===== config.mk =====
export PLATFORM = sky130hd
export DESIGN_NAME = cic_decim_ctrl
export DESIGN_NICKNAME = d
export VERILOG_FILES = /design/src/rtl/cic_decim_ctrl.sv
export SDC_FILE = /design/constraint.sdc
export NUM_CORES = 1
export LEC_CHECK = 0
export CAP_MARGIN = 25
export CORE_AREA = 2 2 52 54
export CTS_CLUSTER_DIAMETER = 100
export CTS_CLUSTER_SIZE = 28
export DETAILED_ROUTE_END_ITERATION = 6
export DIE_AREA = 0 0 54 56
export PLACE_DENSITY = 0.79
export SETUP_SLACK_MARGIN = 0.15
export SLEW_MARGIN = 0
export SYNTH_ARGS = -nofsm -noshare
export SYNTH_HDL_FRONTEND = slang
export SYNTH_SLANG_ARGS = --single-unit

===== constraint.sdc =====
create_clock -name clk -period 3.3 [get_ports clk]
set_clock_uncertainty 0.1 [all_clocks]
set_input_delay 0.495 -clock clk [delete_from_list [all_inputs] [get_ports clk]]
set_output_delay 0.495 -clock clk [all_outputs]
set_load 0.01 [all_outputs]

===== src/rtl/cic_decim_ctrl.sv =====
// Decimation controller for an order-3 CIC filter: gates the integrator and comb
// clock enables, discards the first output strobes after start or reconfiguration.
module cic_decim_ctrl #(
  parameter  int RMAX  = 64,
  parameter  int RDEF  = 64,
  parameter  int FLUSH = 3,
  localparam int RW    = $clog2(RMAX + 1)
) (
  input  logic          clk,
  input  logic          reset,
  input  logic          run,
  input  logic          in_valid,
  input  logic [RW-1:0] ratio,
  input  logic          ratio_load,
  output logic          en_in,
  output logic          en_out,
  output logic          out_valid,
  output logic [RW-1:0] phase,
  output logic          cfg_err
);

  localparam int FW = $clog2(FLUSH + 2);

  typedef enum logic [1:0] {S_IDLE, S_FLUSH, S_RUN} state_t;

  // With no strobes to discard, start-up goes straight to RUN.
  localparam state_t ENTRY = (FLUSH == 0) ? S_RUN : S_FLUSH;

  state_t        state;
  logic [RW-1:0] ratio_q;
  logic [FW-1:0] fcnt;
  logic          load_legal;
  logic          load_ok;
  logic          load_bad;
  logic          active;
  logic          frame_end;
  logic          flush_done;

  assign load_legal = (ratio >= RW'(2)) && (ratio <= RW'(RMAX));
  assign load_ok    = ratio_load && load_legal;
  assign load_bad   = ratio_load && !load_legal;
  assign active     = run && (state != S_IDLE);

  // A sample arriving with an accepted reconfiguration is dropped, not counted.
  assign en_in      = in_valid && active && !load_ok;
  assign frame_end  = en_in && (phase == ratio_q - RW'(1));
  assign flush_done = (state == S_FLUSH) && en_out && (fcnt == FW'(FLUSH - 1));

  always_ff @(posedge clk or posedge reset) begin
    if (reset) begin
      state     <= S_IDLE;
      ratio_q   <= RW'(RDEF);
      phase     <= '0;
      fcnt      <= '0;
      en_out    <= 1'b0;
      out_valid <= 1'b0;
      cfg_err   <= 1'b0;
    end else begin
      if (load_ok) ratio_q <= ratio;
      if (load_bad) cfg_err <= 1'b1;

      if (!run) begin
        state     <= S_IDLE;
        phase     <= '0;
        fcnt      <= '0;
        en_out    <= 1'b0;
        out_valid <= 1'b0;
      end else begin
        // Only comb strobes taken after the flush window carry settled samples.
        out_valid <= en_out && (state == S_RUN);
        case (state)
          S_IDLE: begin
            state  <= ENTRY;
            phase  <= '0;
            fcnt   <= '0;
            en_out <= 1'b0;
          end
          default: begin
            if (load_ok) begin
              state  <= ENTRY;
              phase  <= '0;
              fcnt   <= '0;
              en_out <= 1'b0;
            end else begin
              en_out <= frame_end;
              if (en_in) phase <= frame_end ? '0 : phase + RW'(1);
              if ((state == S_FLUSH) && en_out) begin
                fcnt <= fcnt + FW'(1);
                if (flush_done) state <= S_RUN;
              end
            end
          end
        endcase
      end
    end
  end

endmodule


Yosys cells after proc, flatten, opt, wreduce, memory -nomap -nowiden
Cells that the tools add are included.
{"block": "op_classes", "addsub": 3, "order_cmp": 2, "n_eq_ne": 7, "muxes": 18, "reduce_logical": 15}
{"cell": "7-bit 2-to-1 mux", "n": 5}
{"cell": "3-bit 2-to-1 mux", "n": 4}
{"cell": "4-bit by 1-bit != test with 1-bit output (second input constant)", "n": 3}
{"cell": "1-bit logical AND", "n": 10}
{"cell": "2-bit 2-to-1 mux", "n": 5}
{"cell": "7-bit by 1-bit adder with 7-bit output (second input constant)", "n": 1}
{"cell": "7-bit == test", "n": 1}
{"cell": "7-bit by 2-bit >= comparator with 1-bit output (second input constant)", "n": 1}
{"cell": "7-bit <= comparator (second input constant)", "n": 1}
{"cell": "7-bit by 1-bit subtractor with 7-bit output (second input constant)", "n": 1}
{"cell": "1-bit 2-to-1 mux", "n": 4}
{"cell": "3-bit by 1-bit adder with 3-bit output (second input constant)", "n": 1}
{"cell": "3-bit by 2-bit == test with 1-bit output (second input constant)", "n": 1}
{"cell": "2-bit by 1-bit == test with 1-bit output (second input constant)", "n": 1}
{"cell": "2-bit == test (second input constant)", "n": 1}
{"cell": "1-bit logical NOT", "n": 2}
{"cell": "2-bit logical NOT", "n": 1}
{"cell": "2-bit AND reduction", "n": 1}
{"cell": "2-bit nonzero test", "n": 1}
{"block": "word_totals", "ff_bits": 22, "inputBits": 12, "out_inout_bits": 11}

Longest topological paths before layout
Gate-level depths: netlist of run 1.
{"block": "logic_depth", "depth_word": 11, "ltp_mapped": 7, "depth_no_buf": 7}

Least setup slack after synthesis of run 1
No wires, ideal clock.
{"block": "synth_path", "kind": "in2out", "start": "input port ratio[4]", "end": "output port en_in", "arrival_time_ns": 1.773, "required_ns": 2.705, "slack_ns": 0.932, "stages": 6, "n_path_buf": 1, "path_cell_list": "nor4_4 a21oi_1 o21ai_2 o211ai_1 buf_2 nor2_1"}
{"block": "synth_via", "elab_chain_cells": 5}
{"item": "start: declaration", "line_no": "13", "rtl": "input logic [RW-1:0] ratio,"}
{"item": "7-bit by 2-bit >= comparator with 1-bit output / 7-bit <= comparator (equally long branches)", "line_no": "39", "rtl": "assign load_legal = (ratio >= RW'(2)) && (ratio <= RW'(RMAX));"}
{"item": "1-bit logical AND *", "line_no": "39"}
{"item": "1-bit logical AND *", "line_no": "40", "rtl": "assign load_ok = ratio_load && load_legal;"}
{"item": "1-bit logical NOT *", "line_no": "45", "rtl": "assign en_in = in_valid && active && !load_ok;"}
{"item": "1-bit logical AND *", "line_no": "45"}
{"item": "end: declaration", "line_no": "15", "rtl": "output logic en_in,"}
Every way passes the cells marked *; elsewhere a longest branch is shown, timed or not.

Worst setup path after layout of run 1
Same ends and word-level chain as after synthesis.

==> results.py, run 1 <==
metrics = {
    "place": {
        "dp_slack_ps": 291.4,
        "place_area_mm2": 0.001544,
        "place.gp.congestion": 0.7761,
        "place_inst": 180,
        "port_buffers": 22,
        "dpl.hpwl_um": 2081,
    },
    "global_routing": {
        "grt_pass1_wl_um": 4512,
        "grt_pass1_vias": 1041,
        "track_usage": 0.2020,
        "grt_max_degree": 23,
        "antenna_found_initial": 0,
        "grtUsageMet3": 0.03763,
        "grt_remaining_overflow": 0,
        "grt-busiest-layer": "met2",
        "grtUsageMet2": 0.3084,
        "use_met1": 0.2732,
    },
    "sta": {
        "whs_ps": 377.7,
        "fmax_mhz": 381.3,
        "setup_tns_ps": 0,
        "slew_viol_final": 0,
        "maxSlewHeadroom": 0.4489,
        "setup_violations": 0,
        "finalHoldViolCount": 0,
        "finalCritPeriodShare": 0.7948,
        "worstMarginPinSlew_ps": 825.8,
        "fin_crit_ps": 2623,
        "rsz0062_at_grt": "false",
        "setup_slack_ps": 677.1,
    },
    "cells_and_area": {
        "diodes": 0,
        "stdcell_count": 184,
        "finalInstanceArea_mm2": 0.001573,
        "ff_latch_area_um2": 551.8,
        "synthToLayoutAreaGrowth_pct": 22.87,
        "postLayoutCoreUtil": 0.6466,
        "nFillCells": 215,
        "multiInputGateArea_um2": 685.7,
        "final_nets": 171,
        "layout-drive-gt1-share": 0.1299,
    },
    "clock_tree": {
        "clock-sinks": 22,
        "cts_max_level": 1,
        "clockBufferDepth": 2,
        "clkLatencyLatePin_ps": 320,
        "cts_inserted_buffers": 3,
        "root_buffer": "clkbuf_4",
        "cts_tree": "yes",
        "cts_hold_buf": 0,
        "clk_pin_slew_worst_paths_ps": 110,
    },
    "setup_path": {
        "cp_slowest_cell": "clkdlybuf4s50_1",
        "cp-startpoint": "ratio[4]",
        "cp_max_fo": 3,
        "arrival_ps": 2030,
        "worst-path-buf-inv": 2,
        "critical_path_class": "in2out",
        "crit_path_start_kind": "primary input",
        "worstPathCellList": "clkdlybuf4s50_1 -> nor4_4 -> a21oi_1 -> o21ai_2 -> o211ai_1 -> nor2_1 -> dlymetal6s2s_1",
        "cp_slowest_stage_delay_ps": 470,
        "r2r-start": "ratio_q[0]$_DFFE_PP0P_",
        "required_ps": 2700,
        "critPathCaptureType": "output pin",
        "critPathTopFamily": "buffers and inverters",
    },
    "floorplanning": {
        "initial_core_util": 0.5262,
        "die_area_mm2": 0.003024,
        "design.core.area_mm2": 0.002432,
        "die_y_um": 56,
        "ios": 23,
        "fp.dieW_um": 54,
        "rows": 18,
    },
    "min_path": {
        "min_from": "cfg_err$_DFFE_PP0P_",
        "hold_path.class": "reg2reg",
    },
    "power_and_ir_drop": {
        "power.total_uw": 557.7,
        "irDropWorstVdd_mv": 0.3239,
        "powerDensity_mw_per_mm2": 354.6,
        "p_leak_nw": 0.6600,
    },
    "logic_synthesis": {
        "syn_nets": 145,
        "synth_cell_type_count": 39,
        "synth-main-ff-cell": "dfrtp_1",
        "async_reset_ff_frac": 1.000,
        "synth.yosys.seq_area_share": 0.4311,
        "synth_area_per_cell_um2": 9.922,
        "ys_seq_elements": 22,
        "yosys_warnings": 0,
        "synth_edf_count": 0,
        "syn_inst": 129,
        "synthesis.area_mm2": 0.001280,
    },
    "routing": {
        "detail_route.wl_per_cell_um": 14.90,
        "vias": 1056,
        "drc": 0,
        "first_pass_iters": 4,
        "drt-vias-per-instance": 5.739,
        "drtAntennaViolNets": 0,
        "routed_wirelength_um": 2742,
        "drtIter0Drc": 16,
    },
    "job": {
        "drv_cap": 0,
    },
    "status": {
        "status": "finished clean",
    },
}
logic make-up (layout without fill, tap and decap cells):
| logic type | Yosys count | count (layout) | share of synthesized area |
|---|---|---|---|
| flip-flops | 22 | 22 | 0.4311 |
| AO/OA/AOI/OAI | 19 | 19 | 0.09091 |
| buffers and inverters | 11 | 36 | 0.03323 |
| XOR/XNOR | 12 | 12 | 0.08212 |
| adder cells (fa/ha/maj) | 4 | 4 | 0.03910 |
| AND/OR/NAND/NOR | 55 | 55 | 0.2718 |
| multiplexers | 6 | 6 | 0.05181 |
routing by layer:
layer	up-vias	part of all wire
li1	505	-
met1	529	0.46
met2	18	0.50
met3	4	0.028
met4	0	0.017
met5	-	0
power breakdown:
group / internal [mW] / switching, mW / leakage, nW
Clock: 0.0473 / 0.0824 / 0.0150
Combinational: 0.0643 / 0.0574 / 0.362
Sequential: 0.287 / 0.0189 / 0.283
Total: 0.399 / 0.159 / 0.660
state kept, by name (all words and copies together) (netlist names):
name / count
phase: 7
cfg_err: 1
ratio_q: 7
en_out: 1
out_valid: 1
state: 2
fcnt: 3
final cells by class:
cell class	count	area share
Tap cell	30	0.02387
Inverter	7	0.01671
Sequential cell	22	0.3508
Clock buffer	4	0.01671
Timing Repair Buffer	25	0.1559
Multi-Input combinational cell	96	0.4360
placed cells by master, fill, tap and decap left out, types with 4 or more instances in the layout:
master,instances
nor2_1,15
dfrtp_1,21
nand2_1,5
and3_1,4
a21oi_1,7
xnor2_1,9
o21ai_0,5
ha_1,4
clkdlybuf4s50_1,21
nand3_1,5
nor4_1,5
mux2_2,5
inv_1,7
worst reg2reg max path: stages, from the launching register on:
cell and delay, ps:
dfrtp_1 440, inv_1 80, ha_1 180, or3b_2 490, nor3_1 240, xnor2_1 180
nor4_4 470, nor4_1 110
what timing repair did:
action | in CTS | in global routing
resized for setup | 0 | 1
setup endpoints to repair | 0 | 1
hold endpoints to repair | 0 | 0
buffers inserted | 0 | 0
synth_stat cells (4+ instances only):
library cell	n	area share
dfrtp_1	21	0.41
o21ai_0	5	0.020
mux2_2	5	0.044
and3_1	4	0.020
inv_1	7	0.021
nand3_1	5	0.020
nor2_1	15	0.044
nand2_1	5	0.015
a21oi_1	7	0.027
nor4_1	5	0.024
xnor2_1	9	0.062
ha_1	4	0.039
path summary, 6_finish.rpt:
kind	end	slack, ps	cells after the start
setup / recovery	en_in	680	7
hold / removal	cfg_err$_DFFE_PP0P_	380	1
setup reg to reg	phase[6]$_DFFE_PP0P_	900	7
hold reg to reg	cfg_err$_DFFE_PP0P_	380	1
max in group asynchronous	phase[6]$_DFFE_PP0P_	2060	2
min in group asynchronous	phase[3]$_DFFE_PP0P_	530	2
Note: power is estimated with default switching activity, not from simulation.
==> run 2, diff against run 1 <==
--- a/config.mk
+++ b/config.mk
@@ -6,12 +6,12 @@
 export NUM_CORES = 1
 export LEC_CHECK = 0
 export CAP_MARGIN = 25
-export CORE_AREA = 2 2 52 54
+export CORE_AREA = 2 2 54 56
 export CTS_CLUSTER_DIAMETER = 100
 export CTS_CLUSTER_SIZE = 28
 export DETAILED_ROUTE_END_ITERATION = 6
-export DIE_AREA = 0 0 54 56
-export PLACE_DENSITY = 0.79
+export DIE_AREA = 0 0 56 58
+export PLACE_DENSITY = 0.74
 export SETUP_SLACK_MARGIN = 0.15
 export SLEW_MARGIN = 0
 export SYNTH_ARGS = -nofsm -noshare
==> constraint.sdc (replaced) <==
create_clock -name clk -period 2.7 [get_ports clk]
set_clock_uncertainty 0.1 [all_clocks]
set_input_delay 0.405 -clock clk [delete_from_list [all_inputs] [get_ports clk]]
set_output_delay 0.405 -clock clk [all_outputs]
set_load 0.01 [all_outputs]
==> results.py, run 2 (same netlist as run 1, synthesis figures left out) <==
metrics = {
    "floorplanning": {
        "rows": 19,
        "design.core.area_mm2": 0.002663,
        "fp.dieW_um": 56,
        "initial_core_util": 0.4807,
        "die_y_um": 58,
        "ios": 23,
        "die_area_mm2": 0.003248,
    },
    "routing": {
        "drc": 0,
        "detail_route.wl_per_cell_um": 14.82,
        "first_pass_iters": 4,
        "vias": 1055,
        "drt-vias-per-instance": 5.612,
        "routed_wirelength_um": 2787,
        "drtIter0Drc": 31,
        "drtAntennaViolNets": 0,
    },
    "power_and_ir_drop": {
        "powerDensity_mw_per_mm2": 427.1,
        "power.total_uw": 681.9,
        "p_leak_nw": 0.6744,
        "irDropWorstVdd_mv": 0.2669,
    },
    "global_routing": {
        "track_usage": 0.1957,
        "grt_pass1_wl_um": 4968,
        "antenna_found_initial": 0,
        "grt_remaining_overflow": 0,
        "grt_pass1_vias": 1108,
        "grt_max_degree": 23,
    },
    "cells_and_area": {
        "final_nets": 174,
        "diodes": 0,
        "final_cell_mix": "dfrtp_1 (21), clkdlybuf4s50_1 (18), nor2_1 (15)",
        "finalInstanceArea_mm2": 0.001597,
        "synthToLayoutAreaGrowth_pct": 24.73,
        "reg_top3": "phase (7), ratio_q (7), fcnt (3)",
        "mostFrequentLayoutCell": "dfrtp_1",
        "layout-drive-gt1-share": 0.1529,
    },
    "setup_path": {
        "cp_max_fo": 3,
        "critPathTopFamily": "buffers and inverters",
        "cp_slowest_cell": "clkdlybuf4s50_1",
        "cp_slowest_stage_delay_ps": 450,
        "crit_path_start_kind": "primary input",
        "critical_path_class": "in2out",
        "required_ps": 2190,
        "worst-path-buf-inv": 2,
        "critPathCaptureType": "output pin",
        "arrival_ps": 1900,
        "worstPathCellList": "clkdlybuf4s50_1 -> nor4_4 -> and4bb_2 -> o21ai_2 -> o211ai_1 -> nor2_1 -> dlygate4sd2_1",
    },
    "clock_tree": {
        "clock-sinks": 22,
        "cts_inserted_buffers": 3,
        "root_buffer": "clkbuf_4",
        "cts_max_level": 1,
        "clockBufferDepth": 2,
        "clk_pin_slew_worst_paths_ps": 110,
        "clkLatencyLatePin_ps": 310,
        "cts_tree": "yes",
    },
    "sta": {
        "finalHoldViolCount": 0,
        "rsz0062_at_grt": "false",
        "worstMarginPinSlew_ps": 841.1,
        "fmax_mhz": 415.1,
        "finalCritPeriodShare": 0.8922,
        "maxSlewHeadroom": 0.4386,
        "fin_crit_ps": 2409,
        "setup_slack_ps": 291.2,
        "setup_violations": 0,
        "slew_viol_final": 0,
    },
    "place": {
        "place.gp.congestion": 0.7545,
        "dp_slack_ps": -152.3,
        "dpl.hpwl_um": 2106,
        "port_buffers": 22,
        "place_area_mm2": 0.001545,
    },
    "job": {
        "drv_cap": 0,
    },
    "min_path": {
        "hold_path.class": "in2reg",
    },
    "status": {
        "status": "finished clean",
    },
}
==> run 2: changes by cell type in the layout (fill, tap and decap cells not counted), sizes merged <==
cell | previous run | this run
buf | 3 | 6
clkdlybuf4s50 | 21 | 18
dlygate4sd2 | 0 | 3
==> run 2: per-layer routing <==
layer / vias up / part of all wire / GRT usage
met2: 21 / 0.51 / 0.3479
met3: 4 / 0.030 / 0.02902
met1: 515 / 0.45 / 0.2360
li1: 515 / - / -
met5: - / 0 / 0
met4: 0 / 0.018 / 0.08844
==> run 2: cell type report <==
class                      instances  area, µm²
clock buffer                       4      26.28
fill                             234       1066
inverter                           7      26.28
multi-input combinational         96      689.4
sequential                        22      551.8
tap                               31      38.79
timing repair buffer              28      264.0
==> run 2: through the flow <==
stage	util	TNS, ps	std cells	hold slack, ps
final	0.5996	0	188	348.6
after global routing	0.5996	0	188	344.1
after CTS	0.5987	0	188	377.0
after detailed placement	0.5804	-152.3	181	349.2
after global placement	0.5804	-72.97	181	345.1
after floorplan	-	0	129	293.5
==> run 2: timing repair <==
item / CTS / global route
resized for setup: 4 / 1
endpoints found under the setup margin: 1 / 1
buffers inserted: 3 / 0
hold buffers: 0 / 0
pin swaps: 3 / 3
==> run 2: worst paths after layout <==
kind	from	end	slack, ps	cells after the start
min in group asynchronous	reset	phase[6]$_DFFE_PP0P_	450	2
max	ratio[2]	en_in	290	7
min	ratio[4]	ratio_q[4]$_DFFE_PP0P_	350	2
max in group asynchronous	reset	ratio_q[5]$_DFFE_PP0P_	1530	2
max reg2reg	ratio_q[0]$_DFFE_PP0P_	phase[2]$_DFFE_PP0P_	350	7
min reg2reg	cfg_err$_DFFE_PP0P_	cfg_err$_DFFE_PP0P_	370	1
==> run 2: power breakdown <==
part           leakage (nW)  total [mW]  switching, mW  internal (mW)
Combinational         0.376       0.151         0.0714         0.0793
Clock                0.0150       0.155         0.0975         0.0577
Sequential            0.283       0.376         0.0249          0.351
==> run 3, diff against run 2 <==
--- a/config.mk
+++ b/config.mk
@@ -12,6 +12,7 @@
 export DETAILED_ROUTE_END_ITERATION = 6
 export DIE_AREA = 0 0 56 58
 export PLACE_DENSITY = 0.74
+export REMOVE_ABC_BUFFERS = 1
 export SETUP_SLACK_MARGIN = 0.15
 export SLEW_MARGIN = 0
 export SYNTH_ARGS = -nofsm -noshare
==> results.py, run 3 (same netlist as run 1, synthesis figures left out) <==
metrics = {
    "setup_path": {
        "cp-startpoint": "ratio[2]",
        "crit_path_start_kind": "primary input",
        "r2r-start": "ratio_q[0]$_DFFE_PP0P_",
        "critical_path_class": "in2out",
        "cp_max_fo": 3,
        "critPathCaptureType": "output pin",
        "required_ps": 2190,
        "arrival_ps": 1920,
    },
    "sta": {
        "finalCritPeriodShare": 0.8996,
        "maxSlewHeadroom": 0.4596,
        "whs_ps": 349.1,
        "fmax_mhz": 411.7,
        "slew_viol_final": 0,
        "rsz0062_at_grt": "false",
        "fin_crit_ps": 2429,
        "worstMarginPinSlew_ps": 809.7,
        "finalHoldViolCount": 0,
        "setup_violations": 0,
    },
    "routing": {
        "drt-vias-per-instance": 5.565,
        "drc": 0,
        "vias": 1035,
        "drtAntennaViolNets": 0,
        "routed_wirelength_um": 2568,
        "first_pass_iters": 4,
        "drtIter0Drc": 25,
        "detail_route.wl_per_cell_um": 13.81,
    },
    "place": {
        "port_buffers": 22,
        "place_area_mm2": 0.001545,
        "place.gp.congestion": 0.8318,
        "place_inst": 181,
        "dpl.hpwl_um": 1971,
    },
    "global_routing": {
        "grt_remaining_overflow": 0,
        "antenna_found_initial": 0,
        "grt_pass1_wl_um": 4429,
        "grt_pass1_vias": 1024,
        "grt_max_degree": 23,
        "track_usage": 0.1717,
    },
    "cells_and_area": {
        "layout-drive-gt1-share": 0.1484,
        "final_cell_mix": "dfrtp_1 (21), clkdlybuf4s50_1 (18), nor2_1 (15)",
        "diodes": 0,
        "nFillCells": 236,
        "final_nets": 172,
        "postLayoutCoreUtil": 0.5977,
        "mostFrequentLayoutCell": "dfrtp_1",
        "ff_latch_area_um2": 551.8,
        "reg_top3": "phase (7), ratio_q (7), fcnt (3)",
        "finalInstanceArea_mm2": 0.001592,
        "synthToLayoutAreaGrowth_pct": 24.34,
        "multiInputGateArea_um2": 689.4,
        "stdcell_count": 186,
    },
    "power_and_ir_drop": {
        "power.total_uw": 704.0,
        "powerDensity_mw_per_mm2": 442.3,
        "p_leak_nw": 0.6706,
        "irDropWorstVdd_mv": 0.2598,
    },
    "floorplanning": {
        "fp.dieW_um": 56,
        "die_area_mm2": 0.003248,
        "die_y_um": 58,
        "ios": 23,
        "design.core.area_mm2": 0.002663,
        "initial_core_util": 0.4807,
        "rows": 19,
    },
    "job": {
        "drv_cap": 0,
    },
    "clock_tree": {
        "cts_inserted_buffers": 3,
        "cts_hold_buf": 0,
        "root_buffer": "clkbuf_4",
        "clk_pin_slew_worst_paths_ps": 130,
        "clockBufferDepth": 2,
        "clock-sinks": 22,
        "cts_max_level": 1,
        "cts_tree": "yes",
        "clkLatencyLatePin_ps": 310,
    },
    "min_path": {
        "hold_path.class": "in2reg",
        "min_from": "ratio[4]",
    },
    "status": {
        "status": "finished clean",
    },
}
run 3: changes by cell type in the layout (fill, tap and decap cells not counted):
cell      before  now
clkbuf_8       0    1
buf_4          6    4
clkbuf_1       1    0
run 3: critical path, stage by stage:
cell and delay [ps]:
clkdlybuf4s50_1 460, nor4_4 210, and4bb_2 290, o21ai_2 60, o211ai_1 140, nor2_1 70
dlygate4sd2_1 280
run 3: layout make-up:
class	instances	share of cell area
multi-input cells	96	0.4332
flip-flops and latches	22	0.3467
repair buffers	26	0.1564
well taps	31	0.02437
inverters	7	0.01651
clock buffers	4	0.02280
run 3: per-layer routing:
layer	vias to the layer above	part of all wire	wire length, µm	track usage
li1	507	-	-	-
met1	506	0.43	1115	0.2238
met2	20	0.53	1354	0.2891
met3	2	0.032	83	0.02902
met4	0	0.0051	13	0.06463
met5	-	0	0	0
run 3: final timing paths:
| kind | to | slack (ps) | cells after the start |
|---|---|---|---|
| max | en_in | 270 | 7 |
| min | ratio_q[4]$_DFFE_PP0P_ | 350 | 2 |
| max reg2reg | phase[6]$_DFFE_PP0P_ | 330 | 7 |
| min reg2reg | cfg_err$_DFFE_PP0P_ | 380 | 1 |
| max in group asynchronous | phase[6]$_DFFE_PP0P_ | 1550 | 2 |
| min in group asynchronous | out_valid$_DFF_PP0_ | 440 | 2 |
run 3: stage by stage:
| stage | TNS [ps] | setup slack (ps) |
|---|---|---|
| final | 0 | 271.2 |
| after CTS | 0 | 169.6 |
| after global routing | 0 | 172.0 |
| after floorplan | 0 | 448.8 |
| after global placement | -68.13 | -68.13 |
| after detailed placement | -147.3 | -147.3 |
run 3: where the power goes:
group | internal [mW] | switching, mW | total [mW] | leakage (nW)
Combinational | 0.0779 | 0.0684 | 0.146 | 0.366
Clock | 0.0822 | 0.100 | 0.183 | 0.0210
Sequential | 0.351 | 0.0238 | 0.375 | 0.283
Total | 0.511 | 0.193 | 0.704 | 0.671
run 3: what timing repair did:
item                       in CTS  in global routing
resized for setup               4                  1
setup endpoints to repair       1                  1
setup buffers                   1                  0
pin swaps                       3                  3
